`src/rtl/spi_slave_pkg.sv`:
```
// Shared FSM state type, command encodings and command/state legality helper
// for the SPI slave front end.
package spi_slave_pkg;

  typedef enum logic [2:0] {
    IDLE,
    CHK_CMD,
    WRITE,
    READ_ADD,
    READ_DATA
  } state_e;

  localparam logic [1:0] CMD_WR_ADDR = 2'b00;
  localparam logic [1:0] CMD_WR_DATA = 2'b01;
  localparam logic [1:0] CMD_RD_ADDR = 2'b10;
  localparam logic [1:0] CMD_RD_DATA = 2'b11;

  function automatic logic cmd_ok(input state_e st, input logic [1:0] cmd);
    logic ok;
    ok = 1'b1;
    case (st)
      WRITE:     ok = (cmd == CMD_WR_ADDR) || (cmd == CMD_WR_DATA);
      READ_ADD:  ok = (cmd == CMD_RD_ADDR);
      READ_DATA: ok = (cmd == CMD_RD_DATA);
      default:   ok = 1'b1;
    endcase
    return ok;
  endfunction

endpackage

```
`src/rtl/spi_tx_serializer.sv`:
```
// MISO serialiser: latches one read word on start and shifts it out MSB-first,
// one bit per clock, returning MISO to its idle level afterwards.
module spi_tx_serializer #(
  parameter int unsigned DATA_W    = 8,
  parameter logic        MISO_IDLE = 1'b0
) (
  input  logic              clk,
  input  logic              rst,
  input  logic              i_start,
  input  logic              i_abort,
  input  logic [DATA_W-1:0] i_tx_data,
  output logic              o_miso,
  output logic              o_busy,
  output logic              o_done
);
  localparam int unsigned      TXC_W    = $clog2(DATA_W + 1);
  localparam logic [TXC_W-1:0] TXC_LAST = TXC_W'(DATA_W);

  logic [DATA_W-1:0] r_sr;
  logic [TXC_W-1:0]  r_cnt;
  logic              r_active;
  logic              r_miso;

  // r_cnt counts bits already placed on MISO; it holds at DATA_W until aborted.
  always_ff @(posedge clk) begin
    if (rst || i_abort) begin
      r_sr     <= '0;
      r_cnt    <= '0;
      r_active <= 1'b0;
      r_miso   <= MISO_IDLE;
    end else if (r_active) begin
      if (r_cnt == TXC_LAST) begin
        r_miso   <= MISO_IDLE;
        r_active <= 1'b0;
      end else begin
        r_miso <= r_sr[DATA_W-1];
        r_sr   <= {r_sr[DATA_W-2:0], 1'b0};
        r_cnt  <= r_cnt + TXC_W'(1);
      end
    end else if (i_start) begin
      r_miso   <= i_tx_data[DATA_W-1];
      r_sr     <= {i_tx_data[DATA_W-2:0], 1'b0};
      r_cnt    <= TXC_W'(1);
      r_active <= 1'b1;
    end
  end

  assign o_miso = r_miso;
  assign o_busy = r_active;
  assign o_done = r_active && (r_cnt == TXC_LAST);

endmodule

```
`src/rtl/spi_slave_param.sv`:
```
// SPI slave front end: deserialises {cmd, payload} frames, tracks read address/data
// ordering and hands RAM read data to the MISO serialiser. Define SPI_SLAVE_ERR_EN for frame_err.
module spi_slave_param #(
  parameter int unsigned DATA_W    = 8,
  parameter logic        MISO_IDLE = 1'b0
) (
  input  logic              clk,
  input  logic              rst,
  input  logic              ss_n,
  input  logic              MOSI,
  output logic              MISO,
  output logic [DATA_W+1:0] rx_data,
  output logic              rx_valid,
  input  logic [DATA_W-1:0] tx_data,
  input  logic              tx_valid
`ifdef SPI_SLAVE_ERR_EN
  ,
  output logic              frame_err
`endif
);
  import spi_slave_pkg::*;

  localparam int unsigned     FRAME_W = DATA_W + 2;
  localparam int unsigned     BC_W    = $clog2(FRAME_W + 1);
  localparam logic [BC_W-1:0] BC_LAST = BC_W'(FRAME_W);

  state_e             r_cs, w_ns;
  logic [BC_W-1:0]    r_bit_cnt;
  logic [FRAME_W-2:0] r_shift;
  logic [FRAME_W-1:0] w_shift_nxt;
  logic [FRAME_W-1:0] r_rx_data;
  logic               r_rx_valid;
  logic               r_addr_seen;
  logic               r_tx_arm;
  logic               w_sample, w_last, w_deliver;
  logic               w_tx_start, w_tx_busy, w_tx_done;

  assign w_sample    = !ss_n && (r_cs != IDLE) && (r_bit_cnt != BC_LAST);
  assign w_last      = w_sample && (r_bit_cnt == BC_W'(FRAME_W - 1));
  assign w_shift_nxt = {r_shift, MOSI};
  assign w_tx_start  = r_tx_arm && tx_valid && !ss_n;

`ifdef SPI_SLAVE_ERR_EN
  logic r_mis, r_frame_err, w_mis, w_abort;

  // At the second cmd bit r_shift[0] still holds cmd[1].
  assign w_mis     = w_sample && (r_bit_cnt == BC_W'(1)) && !cmd_ok(r_cs, {r_shift[0], MOSI});
  assign w_abort   = ss_n && (r_bit_cnt != '0) && (r_bit_cnt != BC_LAST);
  assign w_deliver = w_last && !r_mis;

  always_ff @(posedge clk) begin
    if (rst) begin
      r_mis       <= 1'b0;
      r_frame_err <= 1'b0;
    end else begin
      r_frame_err <= w_mis || w_abort;
      if (ss_n)       r_mis <= 1'b0;
      else if (w_mis) r_mis <= 1'b1;
    end
  end

  assign frame_err = r_frame_err;
`else
  assign w_deliver = w_last;
`endif

  always_ff @(posedge clk) begin
    if (rst) r_cs <= IDLE;
    else     r_cs <= w_ns;
  end

  always_comb begin
    w_ns = r_cs;
    if (ss_n) begin
      w_ns = IDLE;
    end else begin
      unique case (r_cs)
        IDLE:    w_ns = CHK_CMD;
        CHK_CMD: begin
          if (!MOSI)            w_ns = WRITE;
          else if (r_addr_seen) w_ns = READ_DATA;
          else                  w_ns = READ_ADD;
        end
        default: w_ns = r_cs;
      endcase
    end
  end

  always_ff @(posedge clk) begin
    if (rst) begin
      r_bit_cnt   <= '0;
      r_shift     <= '0;
      r_rx_data   <= '0;
      r_rx_valid  <= 1'b0;
      r_addr_seen <= 1'b0;
      r_tx_arm    <= 1'b0;
    end else begin
      r_rx_valid <= w_deliver;
      if (ss_n)          r_bit_cnt <= '0;
      else if (w_sample) r_bit_cnt <= r_bit_cnt + BC_W'(1);
      if (w_sample)  r_shift   <= w_shift_nxt[FRAME_W-2:0];
      if (w_deliver) r_rx_data <= w_shift_nxt;
      // A completed or aborted MISO shift consumes the pending read address.
      if (w_tx_done || (ss_n && w_tx_busy))           r_addr_seen <= 1'b0;
      else if (r_rx_valid && (r_cs == READ_ADD))      r_addr_seen <= 1'b1;
      if (ss_n || w_tx_start)                         r_tx_arm <= 1'b0;
      else if (w_deliver && (r_cs == READ_DATA))      r_tx_arm <= 1'b1;
    end
  end

  spi_tx_serializer #(
    .DATA_W    (DATA_W),
    .MISO_IDLE (MISO_IDLE)
  ) u_tx (
    .clk       (clk),
    .rst       (rst),
    .i_start   (w_tx_start),
    .i_abort   (ss_n),
    .i_tx_data (tx_data),
    .o_miso    (MISO),
    .o_busy    (w_tx_busy),
    .o_done    (w_tx_done)
  );

  assign rx_data  = r_rx_data;
  assign rx_valid = r_rx_valid;

endmodule

```
`config.mk`:
```
export PLATFORM = sky130hd
export DESIGN_NAME = spi_slave_param
export DESIGN_NICKNAME = d
export VERILOG_FILES = /design/src/rtl/spi_slave_pkg.sv /design/src/rtl/spi_tx_serializer.sv /design/src/rtl/spi_slave_param.sv
export SDC_FILE = /design/constraint.sdc
export NUM_CORES = 1
export LEC_CHECK = 0
export BUFFER_PORTS_ARGS = -buffer_cell sky130_fd_sc_hd__buf_2
export CORE_MARGIN = 2
export CORE_UTILIZATION = 40
export DETAILED_ROUTE_END_ITERATION = 8
export MAX_ROUTING_LAYER = met4
export PLACE_DENSITY = 0.7
export SYNTH_ARGS = -nofsm -noshare
export SYNTH_HDL_FRONTEND = slang
export SYNTH_SLANG_ARGS = --single-unit
```
`constraint.sdc`:
```
create_clock -name clk -period 1.8 [get_ports clk]
set_input_delay 0 -clock clk [delete_from_list [all_inputs] [get_ports clk]]
set_output_delay 0 -clock clk [all_outputs]
set_load 0.005 [all_outputs]
```
Word-level counts from Yosys, hierarchy flattened. Cells that the tools add are included.

Word-level logic and storage cells: 56. Output and inout bits: 12. Bits in registers: 43.

$add $sub $neg: 2. Mux-type cells: 15. Equality and inequality tests: 7. Reduce and logical (&&, ||, !) cells: 21.

Operators by type and width (count): 2-to-1 mux 8 bit (3); 2-to-1 mux 4 bit (3); logical AND 1 bit (9); adder 4 x 1 -> 4 bit (second input constant) (2); equality test 4 bit (second input constant) (2); 2-to-1 mux 1 bit (6); 2-to-1 mux 3 bit (2); case mux 3 bit (2 select lines) (1); OR reduction 2 bit (3); inequality test 4 bit (second input constant) (1); nonzero test 2 bit (2); equality test 3 x 1 -> 1 bit (second input constant) (1); equality test 3 x 2 -> 1 bit (second input constant) (1); equality test 3 bit (second input constant) (1); zero test 3 bit (1); logical OR 1 bit (3); nonzero test 3 bit (1); inequality test 2 bit (second input constant) (1); AND reduction 2 bit (1); zero test 1 bit (1).

Logic depth before layout (Yosys ltp).
Depth after elaboration: 5. Depth in mapped cells: 6. Mapped depth without buffers: 5.

Hierarchy. Synthesis repeated with hierarchy kept, for this count alone.

Cells, all modules: 189. Area, all modules: 1943.1 um^2.

By module, submodules not included: spi_slave_param (instances 1, area each 1242.4 um^2, cells an instance 119, sequential area each 580.6 um^2); spi_tx_serializer (instances 1, area each 700.7 um^2, cells an instance 70, sequential area each 260.2 um^2).

Least setup slack after synthesis. OpenSTA, ideal clock, no wires.

Path kind: reg-to-reg. Start: register r_bit_cnt[0]. End: register r_rx_data[3] (netlist: rx_data[3]). Setup slack: 0.223 ns. Required time: 1.677 ns. Arrival time: 1.454 ns. Stages on the path, launching flop included: 7. Path buffers: 1. Clock period less this slack: 1.577 ns. Path through: dfxtp_1 > inv_1 > ha_1 > nand4bb_1 > or3_1 > buf_2 > mux2i_1.

Longest elaborated chain between the ends: 3.

RTL lines: from (decl) (line spi_slave_param.sv:28) `logic [BC_W-1:0] r_bit_cnt;`; from (signal assigned) (line spi_slave_param.sv:100) `else if (w_sample) r_bit_cnt <= r_bit_cnt + BC_W'(1);`; inequality test 4 bit (line spi_slave_param.sv:38) `assign w_sample = !ss_n && (r_cs != IDLE) && (r_bit_cnt != BC_LAST);`; logical AND 1 bit (line spi_slave_param.sv:38); logical AND 1 bit (*) (line spi_slave_param.sv:39) `assign w_last = w_sample && (r_bit_cnt == BC_W'(FRAME_W - 1));`; to (signal assigned) (line spi_slave_param.sv:102) `if (w_deliver) r_rx_data <= w_shift_nxt;`; to (decl) (line spi_slave_param.sv:31) `logic [FRAME_W-1:0] r_rx_data;`.

Every way passes the cells marked *; elsewhere a longest branch is shown, timed or not. A chain may end at the register's enable or synchronous reset.

Worst setup path after layout.
Start: register r_bit_cnt[0]. End: register r_rx_data[9] (netlist: rx_data[9]).

Same word-level chain as after synthesis.

==> flow_summary.ini <==
[detailed_routing]
first_pass_iters = 4
wirelength_mm = 3.46
routed_via_density = 5.16
drc = 0
wire_per_inst_um = 12.5
ant_nets = 0
drt_iter0_drc = 56
num_vias = 1424

[timing]
rsz0062_at_grt = no
relSlewSlack = 0.686
finalHoldViolCount = 0
tightest_slew_ps = 469
timing.fmax_mhz = 643
setup_viol = 0
slew_viol_final = 0
setup_tns_ps = 0
post-route-period-util = 0.864
skew_ps = 3.44
setup_ws_ps = 245
min_period_ps = 1550

[logic_synthesis]
synthSimpleGateAreaFrac = 0.214
synth_top_family_by_area = simple AND/OR/NAND/NOR gates
syn_inst = 193
ys_warn_count = 0
synth_seq_cells = 42
synth_top_area_cell = dfxtp_1
syn_avg_cell_area_um2 = 9.70
synth_seq_area_share = 0.449
synth_xor_xnor_area_share = 0.00468
synth_fa_ha_area_frac = 0.0334
synth_compound_area_frac = 0.0995
synth_top_area_frac = 0.449
synth.area.top_cells = dfxtp_1, mux2i_1, nand2b_1, ha_1, mux2_2
synthMuxAreaShare = 0.164
synthDistinctLibCells = 35
syn_nets = 211
syn_area_um2 = 1870

[cts]
cts-root-buf = clkbuf_8
cts_tree = built
numCtsBuffers = 5
ctsHtreeMaxLevel = 2
clk_pin_slew_worst_paths_ps = 80
clkLatencyLatePin_ps = 290
clockBufferDepth = 2
cts_sinks = 42

[global_routing]
antenna_found_initial = 0
track_usage = 0.148
first_global_vias = 1339
grt_pass1_wl_mm = 5.92
overflow = 0
grt_start_max_net_pins = 25

[floorplan]
start_util = 0.421
ioPinCount = 25
die_h_um = 72.4
coreArea_um2 = 4440
die_x_um = 72.4
die-area_um2 = 5250
rows = 24

[setup_path]
cp-end-kind = register
required_ps = 1980
criticalPathCategory = register to register
start_kind = register
crit_fanout = 8
cp.arrival_ps = 1730

[place]
dp_hpwl_mm = 2.39
routabilityCongestion = 0.797
numPlacedInstances = 267
place_area_um2 = 2070
pre_cts_ws_ps = 123
io_buffers = 24

[power_and_ir_drop]
p_per_area_nw_per_um2 = 807
leakage_nw = 0.891
irDropWorstVdd_mv = 0.407
finalPower_w = 0.00178

[layout]
fillers = 413
final_cells = 276
area.growth.synth_to_final_pct = 17.9
nets = 242
final_area_um2 = 2210
drive_gt1_frac = 0.205
diodes = 0

[flow_run]
drv_cap = 0

[worst_hold_path]
min_path_type = primary input to register

[run_status]
outcome = finished clean
[final timing paths]
path	startpoint	to	slack, ps	depth (start not counted)
max	r_bit_cnt[0]$_SDFFE_PP0P_	rx_data[9]$_SDFFE_PP0P_	250	5
max reg2reg	r_bit_cnt[0]$_SDFFE_PP0P_	rx_data[9]$_SDFFE_PP0P_	250	5
min reg2reg	u_tx.r_sr[3]$_SDFFE_PP0P_	u_tx.r_sr[3]$_SDFFE_PP0P_	460	2
min	tx_valid	r_tx_arm$_SDFFE_PP0P_	20	3
[cells in the mapped netlist (all sizes together)]
| library cell | instances |
|---|---|
| a211oi | 1 |
| a21oi | 12 |
| a221oi | 1 |
| a31oi | 3 |
| a41oi | 1 |
| and3b | 2 |
| buf | 3 |
| clkbuf | 5 |
| dfxtp | 42 |
| ha | 5 |
| inv | 9 |
| mux2 | 5 |
| mux2i | 25 |
| nand2 | 14 |
| nand2b | 22 |
| nand3 | 3 |
| nand3b | 2 |
| nand4 | 3 |
| nand4bb | 2 |
| nor2 | 8 |
| nor2b | 1 |
| nor3 | 4 |
| nor4bb | 1 |
| o2111ai | 1 |
| o211ai | 2 |
| o21ai | 2 |
| o31ai | 6 |
| or2 | 1 |
| or3 | 2 |
| or4 | 3 |
| or4b | 1 |
| xor2 | 1 |
[placed cells by master, fill, tap and decap left out, types with 3 or more instances in the layout]
cell / count
ha_1: 5
nor2_1: 8
nand4_1: 3
or4_1: 3
nand2b_1: 22
mux2i_1: 25
nand2_1: 14
nor3_1: 3
a31oi_1: 3
a21oi_1: 11
buf_2: 24
dfxtp_1: 42
mux2_2: 5
nand3_1: 3
inv_1: 9
o31ai_1: 6
clkbuf_8: 6
buf_4: 6
[stage by stage]
| step | hold WS, ps | util |
|---|---|---|
| 2_1_floorplan | 136 | - |
| 3_3_place_gp | 270 | 0.466 |
| 3_5_place_dp | 282 | 0.466 |
| 4_1_cts | 1.34 | 0.496 |
| 5_1_grt | 53.2 | 0.497 |
| 6_report | 23.0 | 0.497 |
[final cells by class]
cell class	instances	area, µm²	share of cell area
clock buffers	6	82.6	0.0374
well taps	52	65.1	0.0295
inverters	9	33.8	0.0153
repair buffers	32	185	0.0839
flip-flops and latches	42	841	0.381
clock inverters	1	30.0	0.0136
multi-input cells	134	971	0.440
[worst max-delay path, stage by stage, from the launching register on]
cell,delay [ps]
dfxtp_1,330
inv_1,50
ha_1,230
nand4bb_1,250
or3_4,440
mux2i_1,150
[power by group]
group / total [W] / switching (W) / internal [W]
clock: 0.000752 / 0.000308 / 0.000444
sequential: 0.000938 / 0.00000475 / 0.000933
combinational: 0.0000919 / 0.0000485 / 0.0000434
total: 0.00178 / 0.000361 / 0.00142
[repair_timing]
item                                    in CTS  in global routing
buffers inserted                             0                  0
hold buffers                                 2                  0
endpoints found under the setup margin       0                  7
resized for setup                            0                  1
endpoints found under the hold margin        2                  0
[state kept, by name (all words and copies together) (netlist names)]
register     flops
u_tx.r_cnt       4
rx_data         10
u_tx.o_busy      1
u_tx.r_sr        7
r_cs             3
u_tx.o_miso      1
rx_valid         1
r_bit_cnt        4
r_tx_arm         1
r_shift          9
r_addr_seen      1
[logic make-up (layout without fill, tap and decap cells)]
| family | Yosys count | count (layout) |
|---|---|---|
| AND/OR/NAND/NOR | 69 | 69 |
| adder cells (fa/ha/maj) | 5 | 5 |
| XOR/XNOR | 1 | 1 |
| multiplexers | 30 | 30 |
| buffers and inverters | 17 | 48 |
| AO/OA/AOI/OAI | 29 | 29 |
| flip-flops | 42 | 42 |
[metal layers]
layer / track usage / share of wire / vias to the layer above
li1: - / - / 739
met1: 0.191 / 0.51 / 654
met2: 0.220 / 0.44 / 27
met3: 0.0444 / 0.044 / 4
met4: 0.0556 / 0.012 / 0
met5: - / 0 / -
No activity file was read; power rests on OpenSTA's default activity.
